--- src/rtl/bcd_disp_pkg.sv ---
// Shared definitions for the BCD display path: segment codes and digit index helpers.
package bcd_disp_pkg;

  localparam int IDX_W = 2;

  typedef logic [6:0]       seg_t;
  typedef logic [IDX_W-1:0] idx_t;

  // Active-high segment codes, bit order {g,f,e,d,c,b,a}
  localparam seg_t SEG_0     = 7'h3F;
  localparam seg_t SEG_1     = 7'h06;
  localparam seg_t SEG_2     = 7'h5B;
  localparam seg_t SEG_3     = 7'h4F;
  localparam seg_t SEG_4     = 7'h66;
  localparam seg_t SEG_5     = 7'h6D;
  localparam seg_t SEG_6     = 7'h7D;
  localparam seg_t SEG_7     = 7'h07;
  localparam seg_t SEG_8     = 7'h7F;
  localparam seg_t SEG_9     = 7'h6F;
  localparam seg_t SEG_E     = 7'h79;
  localparam seg_t SEG_R     = 7'h50;
  localparam seg_t SEG_DASH  = 7'h40;
  localparam seg_t SEG_BLANK = 7'h00;

  // Highest digit index; the scan wraps back to 0 after it
  localparam idx_t IDX_LAST = 2'd2;

  // One-hot digit enable for a digit index (out-of-range folds onto the last digit)
  function automatic logic [2:0] idx_onehot(input idx_t idx);
    logic [2:0] oh;
    case (idx)
      2'd0:    oh = 3'b001;
      2'd1:    oh = 3'b010;
      default: oh = 3'b100;
    endcase
    return oh;
  endfunction

endpackage

--- src/rtl/bcd_to_seg.sv ---
// Combinational BCD digit to active-high 7-segment code; non-BCD values show a dash.
module bcd_to_seg
  import bcd_disp_pkg::*;
(
  input  logic [3:0] bcd_i,
  output seg_t       seg_o
);

  // Plain lookup; codes 10..15 are not decimal digits and render as a dash
  always_comb begin
    case (bcd_i)
      4'd0:    seg_o = SEG_0;
      4'd1:    seg_o = SEG_1;
      4'd2:    seg_o = SEG_2;
      4'd3:    seg_o = SEG_3;
      4'd4:    seg_o = SEG_4;
      4'd5:    seg_o = SEG_5;
      4'd6:    seg_o = SEG_6;
      4'd7:    seg_o = SEG_7;
      4'd8:    seg_o = SEG_8;
      4'd9:    seg_o = SEG_9;
      default: seg_o = SEG_DASH;
    endcase
  end

endmodule

--- src/rtl/bcd3_seg_scan.sv ---
// Three-digit multiplexed 7-segment driver: captures a BCD result into shadow
// registers and scans it onto a shared segment bus with one-hot digit enables.
module bcd3_seg_scan
  import bcd_disp_pkg::*;
#(
  parameter int SCAN_DIV   = 50000,
  parameter bit ACTIVE_LOW = 1'b1
) (
  input  logic       clk,
  input  logic       rst,
  input  logic       load,
  input  logic [3:0] d0,
  input  logic [3:0] d1,
  input  logic [3:0] d2,
  input  logic       invalid_in,
  input  logic       blank_lz,
  output logic [6:0] seg,
  output logic [2:0] an,
  output logic       frame
);

  localparam int              DIV_W    = (SCAN_DIV > 1) ? $clog2(SCAN_DIV) : 1;
  localparam logic [DIV_W-1:0] DIV_LAST = DIV_W'(SCAN_DIV - 1);

  // Pin-level reset values with polarity already applied
  localparam seg_t       SEG_RST = ACTIVE_LOW ? ~SEG_0 : SEG_0;
  localparam logic [2:0] AN_RST  = ACTIVE_LOW ? 3'b110 : 3'b001;

  logic [DIV_W-1:0] div_q, div_d;
  idx_t             idx_q, idx_d;
  logic             terminal;
  logic             wrap_q;

  logic [3:0]       sh_d0_q, sh_d1_q, sh_d2_q;
  logic             sh_inv_q;

  logic [3:0]       digit_mux;
  seg_t             digit_code;
  seg_t             code_d;
  logic             blank2, blank1;

  logic [6:0]       seg_q;
  logic [2:0]       an_q;
  logic             frame_q;

  // Prescaler and digit index next-state
  always_comb begin
    terminal = (div_q == DIV_LAST);
    div_d    = terminal ? '0 : div_q + DIV_W'(1);
    idx_d    = idx_q;
    if (terminal) begin
      idx_d = (idx_q == IDX_LAST) ? '0 : idx_q + idx_t'(1);
    end
  end

  // Scan timing state; wrap_q delays the frame marker so it lines up with an showing digit 0
  always_ff @(posedge clk) begin
    if (rst) begin
      div_q  <= '0;
      idx_q  <= '0;
      wrap_q <= 1'b0;
    end else begin
      div_q  <= div_d;
      idx_q  <= idx_d;
      wrap_q <= terminal && (idx_q == IDX_LAST);
    end
  end

  // Shadow capture of the adder result
  always_ff @(posedge clk) begin
    if (rst) begin
      sh_d0_q  <= '0;
      sh_d1_q  <= '0;
      sh_d2_q  <= '0;
      sh_inv_q <= 1'b0;
    end else if (load) begin
      sh_d0_q  <= d0;
      sh_d1_q  <= d1;
      sh_d2_q  <= d2;
      sh_inv_q <= invalid_in;
    end
  end

  // Select the shadow digit for the current scan position
  always_comb begin
    case (idx_q)
      2'd0:    digit_mux = sh_d0_q;
      2'd1:    digit_mux = sh_d1_q;
      default: digit_mux = sh_d2_q;
    endcase
  end

  bcd_to_seg u_bcd_to_seg (
    .bcd_i (digit_mux),
    .seg_o (digit_code)
  );

  // Error text beats blanking, blanking beats the decoded digit
  always_comb begin
    blank2 = blank_lz && (sh_d2_q == 4'd0);
    blank1 = blank2 && (sh_d1_q == 4'd0);
    code_d = digit_code;
    if (sh_inv_q) begin
      code_d = (idx_q == IDX_LAST) ? SEG_E : SEG_R;
    end else if (((idx_q == IDX_LAST) && blank2) || ((idx_q == 2'd1) && blank1)) begin
      code_d = SEG_BLANK;
    end
  end

  // Registered pin outputs with board polarity applied
  always_ff @(posedge clk) begin
    if (rst) begin
      seg_q   <= SEG_RST;
      an_q    <= AN_RST;
      frame_q <= 1'b0;
    end else begin
      seg_q   <= ACTIVE_LOW ? ~code_d : code_d;
      an_q    <= ACTIVE_LOW ? ~idx_onehot(idx_q) : idx_onehot(idx_q);
      frame_q <= wrap_q;
    end
  end

  assign seg   = seg_q;
  assign an    = an_q;
  assign frame = frame_q;

endmodule

--- config.mk ---
export PLATFORM = sky130hd
export DESIGN_NAME = bcd3_seg_scan
export DESIGN_NICKNAME = d
export VERILOG_FILES = /design/src/rtl/bcd_disp_pkg.sv /design/src/rtl/bcd_to_seg.sv /design/src/rtl/bcd3_seg_scan.sv
export SDC_FILE = /design/constraint.sdc
export NUM_CORES = 1
export LEC_CHECK = 0
export CAP_MARGIN = 15
export CORE_UTILIZATION = 45
export CTS_BUF_LIST = sky130_fd_sc_hd__clkbuf_4 sky130_fd_sc_hd__clkbuf_8
export CTS_CLUSTER_DIAMETER = 150
export DETAILED_ROUTE_END_ITERATION = 8
export DONT_BUFFER_PORTS = 1
export PLACE_DENSITY = 0.61
export SLEW_MARGIN = 0
export SYNTH_ARGS = -nofsm -noshare
export SYNTH_HDL_FRONTEND = slang
export SYNTH_SLANG_ARGS = --single-unit
export TNS_END_PERCENT = 30
--- constraint.sdc ---
create_clock -name clk -period 2.23 [get_ports clk]
set_input_delay 0.3345 -clock clk [delete_from_list [all_inputs] [get_ports clk]]
set_output_delay 0.3345 -clock clk [all_outputs]
set_load 0.05 [all_outputs]
# Word-level counts from Yosys, hierarchy flattened
# Memories as Yosys holds them, arrays and structs flattened.
# Index checks and enable logic that the tools add are counted.
dict set report word_totals {
  out_inout_bits 11
  register_bits 43
  romBits 112
  ramBits 0
  latch_bits 0
  mem_count 1
  word_cells 35
}
# name depth width rd rd_ports_with_merged_regs wr line_no
set mem_list {}
lappend mem_list {{(no name shown)} 16 7 1 0 0 bcd_to_seg.sv:11} ;# case (bcd_i)
dict set report op_classes {
  mux 7
  mul 0
  magnitude_cmp 0
  shifts 0
  reduce_logical 10
  div_mod_pow 0
  eq_ne 3
  n_bitwise 2
  add_sub_neg 2
}
# operator n
set ops {}
lappend ops {{$add 16x1->16 const B} 1}
lappend ops {{$eq 16x16->1 const B} 1}
lappend ops {{$mux 7} 2}
lappend ops {{$logic_not 4->1} 2}
lappend ops {{$pmux 4 s2} 1}
lappend ops {{$not 7->7} 1}
lappend ops {{$mux 6} 1}
lappend ops {{$pmux 3 s2} 1}
lappend ops {{$logic_and 1x1->1} 5}
lappend ops {{$mux 3} 1}
lappend ops {{$not 3->3} 1}
lappend ops {{$add 2x1->2 const B} 1}
lappend ops {{$eq 2x1->1 const B} 1}
lappend ops {{$eq 2x2->1 const B} 1}
lappend ops {{$logic_not 2->1} 1}
lappend ops {{$mux 2} 1}
lappend ops {{$reduce_or 2->1} 1}
lappend ops {{$logic_or 1x1->1} 1}

# Longest topological paths before layout
# Gate-level depths: netlist (run 1).
dict set report depth {
  word_depth 8
  depth_mapped 8
  ltp_nobuf 7
}

# By module
# A second synthesis (run 1) with hierarchy kept.
dict set report hier_totals {
  cells_unflattened 207
  area_unflattened_um2 1899.3
}
# module area_per_inst_um2 seq_area_each_um2 instances cells_each
set modules_own_cells {}
lappend modules_own_cells {bcd3_seg_scan 1674.1 860.8 1 178}
lappend modules_own_cells {bcd_to_seg 225.2 0.0 1 29}

# Least setup slack after synthesis (run 1)
# Ideal clock, no wire load.
dict set report synth_timing {
  path_type {register to register}
  startpoint {register idx_q[0]}
  endpoint {register seg_q[2], in the netlist seg[2]}
  setup_slack_ns 0.379
  required_time_ns 2.156
  stages_incl_launch_ff 8
  arrival_ns 1.776
  cell_sequence {dfxtp_1 buf_6 mux2_2 mux2i_1 ha_1 inv_1 or3_1 a31oi_1}
}
dict set report synth_via {
  elab_chain_len 6
  elab_cells_between_ends 11
}
# item line_no
set synth_rtl {}
lappend synth_rtl {{start, declared} bcd3_seg_scan.sv:30} ;# idx_t idx_q, idx_d;
lappend synth_rtl {{start signal, assigned} bcd3_seg_scan.sv:64} ;# idx_q <= idx_d;
lappend synth_rtl {{$eq 2x1->1, or another cell as far along} {bcd3_seg_scan.sv:86, bcd3_seg_scan.sv:105}}
lappend synth_rtl {{$pmux 4 s2 / $logic_and 1x1->1 (equally long branches)} {bcd3_seg_scan.sv:86, bcd3_seg_scan.sv:105}}
lappend synth_rtl {{$mem_v2 16x7 / $logic_or 1x1->1 (equally long branches)} n/a}
lappend synth_rtl {{$mux 7 *} bcd3_seg_scan.sv:105} ;# end else if (((idx_q == IDX_LAST) && blank2) || ((idx_q == 2'd1) && blank1)) begin
lappend synth_rtl {{$mux 7 *} bcd3_seg_scan.sv:103} ;# if (sh_inv_q) begin
lappend synth_rtl {{$not 7->7 *} bcd3_seg_scan.sv:117} ;# seg_q <= ACTIVE_LOW ? ~code_d : code_d;
lappend synth_rtl {{end signal, assigned} bcd3_seg_scan.sv:117}
lappend synth_rtl {{end, declared} bcd3_seg_scan.sv:42} ;# logic [6:0] seg_q;
# Every way passes the cells marked *; elsewhere a longest branch is shown, timed or not.
# A chain may end at the register's enable or synchronous reset.

# Final worst setup path (run 1)
# Ends and elaborated chain as after synthesis.

==> impl_metrics.ini, run 1 <==
[setup_path]
max_stage_delay_ns = 0.42
cp_cell_sequence = buf_4 -> mux2i_1 -> o21ai_1 -> ha_1 -> inv_1 -> or3_1 -> a31oi_1
crit_path_start_kind = flip-flop
required_ns = 2.45
crit_fanout = 6
worst-path-buf-inv = 2
path_class = reg2reg
crit_cells = 7
cp_data_arrival_time_ns = 2.12
critPathTopFamily = compound AO/OA/AOI/OAI gates
reg2reg_depth = 7
end_kind = flip-flop
slowest_stage = dfxtp_1

[timing]
fmax_ghz = 0.528
slew_violations = 0
max_slew.worst_pin.slew_ns = 0.522
fin_crit_sh_pct = 84.9
hold_viol = 0
fin_worst_skew_ns = 0.00581
period_needed_ns = 1.89
relSlewSlack_pct = 65.1
fin_tns_setup_ns = 0
rsz0062_at_grt = false
setup_viol = 0

[grt]
grt_start_max_net_pins = 23
grt_pass1_vias = 1319
grt_antenna_before_repair = 0
track_usage_pct = 17.8
grt_pass1_wl_um = 6070
grt_overflow_total = 0

[final_layout]
final_common_cell = dfxtp_1
diodes = 0
final_cell_mix = dfxtp_1, nor2_1, mux2i_1
final_layout_size_suffix_gt1_share_pct = 12.6
n_fill_cell = 383
nets = 221
syn_to_final_growth_pct = 6.37

[logic_synthesis]
synthFlopType = dfxtp_1
synth_edf_count = 0
yosysSeqAreaShare_pct = 44.2
yosysUniqueCellTypes = 48
yosys_warnings = 0
syn_inst = 199
synthArstFlopShare_pct = 0
syn_nets = 222
ys_ff_latch = 43
syn_avg_cell_area_um2 = 9.78
synth_area_mm2 = 0.00195

[pwr]
ir_drop_mv = 0.453
total_power_mw = 1.58
p_per_area_mw_per_mm2 = 761
leakage_nw = 0.833

[cts]
hold_buffers = 0
cts_tree = done
clk_path_buf_depth = 2
cts_post_setup_buffers_inserted = 0
cts_buffers = 5
clkLatencyLatePin_ns = 0.29
cts_max_level = 2
cts.sinks = 43
clkSlewWorstSetupHoldPaths_ns = 0.08
root_buffer = clkbuf_8
cts_resized = 0

[die]
start_util_pct = 47.6
dieArea_mm2 = 0.00459
die_w_um = 67.8
pin_count = 28
fp.coreArea_mm2 = 0.00409
row_count = 23
die_h_um = 67.8

[detailed_routing]
drt_iter0_drc = 82
vias_per_cell = 5.53
finalWirelength_um = 3550
dr.pass1.iters = 4
vias = 1376
wl_per_cell_um = 14.3
drc_errors = 0
antenna_left = 0

[flow_run]
maxCapViolations = 0

[worst_hold_path]
hold_path_class = in2reg
hold_depth = 1

[placement]
io_buffers = 0
place_congestion = 0.803
dp_hpwl_um = 2590

[run_status]
status = completed
[registers in the layout (all words and copies together), names as in the netlist]
name      cells
div_q        16
seg           7
sh_d0_q       4
sh_d1_q       4
sh_d2_q       4
an            3
idx_q         2
frame         1
sh_inv_q      1
wrap_q        1
[metal layers]
| metal | global-route usage (%) | routed length, um | vias to the layer above |
|---|---|---|---|
| met5 | 0 | 0 | - |
| met4 | 5.59 | 29 | 0 |
| met3 | 4.73 | 143 | 4 |
| met2 | 27.4 | 1560 | 31 |
| met1 | 23.9 | 1820 | 642 |
| li1 | - | - | 699 |
[cell usage after synthesis (3+ instances only)]
| library cell | instances | area, um^2 |
|---|---|---|
| dfxtp_1 | 43 | 861 |
| nand2b_1 | 4 | 25.0 |
| o21ai_0 | 4 | 20.0 |
| or3_1 | 3 | 18.8 |
| ha_1 | 6 | 75.1 |
| nand3_1 | 8 | 40.0 |
| and3_1 | 3 | 18.8 |
| nand2_1 | 7 | 26.3 |
| a21oi_1 | 3 | 15.0 |
| mux2i_1 | 19 | 190 |
| buf_2 | 3 | 15.0 |
| nor2_1 | 28 | 105 |
| xor2_1 | 10 | 87.6 |
| inv_1 | 7 | 26.3 |
| nand4_1 | 4 | 25.0 |
| o211ai_1 | 5 | 37.5 |
| a31oi_1 | 4 | 25.0 |
[worst reg2reg max path, stage by stage (launching register included)]
cell,delay [ns]
dfxtp_1,0.42
buf_4,0.18
mux2i_1,0.08
o21ai_1,0.34
ha_1,0.26
inv_1,0.04
or3_1,0.36
a31oi_1,0.15
[cell type report]
cell class | instances | area, um^2 | share of cell area, %
clock buffer | 6 | 82.6 | 3.99
clock inverter | 2 | 35.0 | 1.69
inverter | 8 | 30.0 | 1.45
multi-input combinational | 138 | 983 | 47.5
sequential | 43 | 861 | 41.6
tap | 50 | 62.6 | 3.02
timing repair buffer | 2 | 15.0 | 0.726
[cells by family after synthesis]
kind of cell / count (synthesis) / synth area share (%)
xor+xnor: 12 / 5.40
simple gates: 71 / 20.0
buf+inv: 18 / 5.21
mux: 22 / 11.6
fa+ha+maj: 6 / 3.86
flops: 43 / 44.2
compound gates: 27 / 9.65
[path summary, 6_finish.rpt]
check           start        to  slack [ns]
min reg2reg  div_q[0]  div_q[0]        0.46
min               rst    seg[2]        0.10
max          idx_q[0]    seg[2]        0.34
max reg2reg  idx_q[0]    seg[2]        0.34
[power breakdown]
part	total [mW]	switching, mW	internal (mW)
combinational	0.0980	0.0492	0.0488
sequential	0.855	0.0581	0.797
clock	0.622	0.260	0.362
total	1.58	0.367	1.21
[metrics by stage]
| stage | utilization (%) | std cells | instance area [um^2] | hold WS (ns) | worst slack (ns) |
|---|---|---|---|---|---|
| 6_report | 50.6 | 249 | 2070 | 0.104 | 0.336 |
| 5_1_grt | 50.6 | 249 | 2070 | 0.0858 | 0.189 |
| 4_1_cts | 50.6 | 249 | 2070 | 0.0949 | 0.366 |
| 3_5_place_dp | 47.8 | 241 | 1950 | 0.410 | 0.370 |
| 3_3_place_gp | 47.8 | 241 | 1950 | 0.408 | 0.457 |
| 2_1_floorplan | - | 199 | 1950 | 0.414 | 0.379 |
(Power assumes the default switching activity.)
==> run 2: changes to the inputs <==
==> constraint.sdc (replaced) <==
create_clock -name clk -period 1.8 [get_ports clk]
set_input_delay 0.27 -clock clk [delete_from_list [all_inputs] [get_ports clk]]
set_output_delay 0.27 -clock clk [all_outputs]
set_load 0.05 [all_outputs]
==> run 2 against run 1 <==
Design area up 1.2%. Critical endpoint unchanged. Cell count increased by 2.0%. Critical path depth is 1 lower. Register-to-register slack got worse by 0.22 ns. Combinational power grew 34%. Global-route usage is 0.70 points higher. Largest cell class unchanged.
==> impl_metrics.ini, run 2 (synthesis results as in run 1) <==
[run_status]
status = completed

[detailed_routing]
finalWirelength_um = 3680
dr.pass1.iters = 4
wl_per_cell_um = 14.5
antenna_left = 0
vias_per_cell = 5.49
drc_errors = 0
drt_iter0_drc = 51
vias = 1394

[die]
die_w_um = 67.8
pin_count = 28
dieArea_mm2 = 0.00459
row_count = 23
start_util_pct = 47.6
fp.coreArea_mm2 = 0.00409
die_h_um = 67.8

[timing]
fmax_ghz = 0.593
period_needed_ns = 1.69
fin_worst_skew_ns = 0.00673
fin_crit_sh_pct = 93.7
hold_viol = 0
fin_tns_setup_ns = 0
slew_violations = 0
relSlewSlack_pct = 67.6
rsz0062_at_grt = false
max_slew.worst_pin.slew_ns = 0.485
setup_viol = 0

[grt]
grt_start_max_net_pins = 23
track_usage_pct = 18.5
grt_antenna_before_repair = 0
grt_overflow_total = 0
grt_pass1_wl_um = 6310
grt_pass1_vias = 1379

[placement]
io_buffers = 0
place_congestion = 0.859
dp_hpwl_um = 2780
postPlaceCellArea_mm2 = 0.00199

[final_layout]
final_area_mm2 = 0.00209
n_fill_cell = 379
final_common_cell = dfxtp_1
diodes = 0
top_register = div_q
seqCellArea_um2 = 863
multi_input_area_um2 = 997
syn_to_final_growth_pct = 7.65
nets = 226
largest_reg_flops = 16
final_layout_size_suffix_gt1_share_pct = 17.2
final_cell_mix = dfxtp_1, nor2_1, mux2i_1

[cts]
clk_path_buf_depth = 2
cts.sinks = 43
clkSlewWorstSetupHoldPaths_ns = 0.08
cts_post_setup_buffers_inserted = 0
cts_max_level = 2
cts_buffers = 5
clkLatencyLatePin_ns = 0.29
root_buffer = clkbuf_8
cts_tree = done

[pwr]
leakage_nw = 0.844
ir_drop_mv = 0.422
p_per_area_mw_per_mm2 = 863

[setup_path]
slowest_stage = or3_1
crit_path_start_kind = flip-flop
required_ns = 2.02
end_kind = flip-flop
critPathCapture = seg[2]
timing.rr.end = seg[2]
rrSetupSlack_ns = 0.11
reg2reg_from = idx_q[0]
crit_fanout = 2
cp_data_arrival_time_ns = 1.91
startpoint = idx_q[0]
max_stage_delay_ns = 0.36
reg2reg_depth = 6
cp_cell_sequence = mux2_4 -> mux2i_2 -> ha_2 -> inv_1 -> or3_1 -> a31oi_1
path_class = reg2reg

[worst_hold_path]
hold_start = rst
hold_path_class = in2reg

[flow_run]
maxCapViolations = 0
[run 2: cell types whose count changed in the layout (fill, tap and decap cells not counted), moves of 2 or more]
cell	previous run	this run
dfxtp_2	0	2
clkbuf_4	0	2
buf_4	2	7
dfxtp_1	43	41
[run 2: how the worst min path moves through the flow]
stage	to	slack, ns	cells after the start
2_1_floorplan	frame	0.41	1
3_3_place_gp	seg[1]	0.34	1
3_5_place_dp	seg[1]	0.34	1
4_1_cts	seg[1]	0.03	1
5_1_grt	seg[1]	0.02	1
6_report	seg[1]	0.04	1
[run 2: routing by layer]
layer / vias to the layer above / routed length [um] / global-route usage [%]
met5: - / 0 / 0
met4: 0 / 17 / 5.59
met3: 2 / 150 / 5.41
met2: 30 / 1720 / 29.8
met1: 663 / 1800 / 23.5
li1: 699 / - / -
[run 2: what timing repair did]
item,CTS,global route
hold buffers,0,0
endpoints found under the setup margin,0,2
resized for setup,0,5
[run 2: critical path, delay by kind of cell (launching register included)]
| kind | cells | cell delay (ns) |
|---|---|---|
| AO/OA/AOI/OAI | 1 | 0.17 |
| AND/OR/NAND/NOR | 1 | 0.36 |
| multiplexers | 2 | 0.50 |
| flip-flops | 1 | 0.35 |
| buffers and inverters | 1 | 0.03 |
| adder cells (fa/ha/maj) | 1 | 0.21 |
[run 2: final cells by class]
class	count	share of cell area (%)
inverters	8	1.43
well taps	50	2.99
clock inverters	1	0.239
multi-input cells	138	47.6
clock buffers	7	4.00
repair buffers	7	2.51
flip-flops and latches	43	41.2
[run 2: through the flow]
step / setup WS, ns / power (mW) / hold slack (ns) / cells / utilization [%]
final: 0.114 / 1.81 / 0.0365 / 254 / 51.3
after global routing: 0.0159 / 1.89 / 0.0247 / 254 / 51.3
after CTS: 0.0638 / 1.82 / 0.0291 / 254 / 50.9
after detailed placement: 0.0796 / 1.21 / 0.344 / 246 / 48.8
after global placement: 0.153 / 1.21 / 0.344 / 246 / 48.8
after floorplan: 0.00401 / 1.19 / 0.414 / 199 / -
[run 2: report_power, final]
group / leakage [nW] / switching, mW / internal (mW)
combinational: 0.443 / 0.0635 / 0.0670
clock: 0.0491 / 0.315 / 0.303
sequential: 0.352 / 0.0720 / 0.987
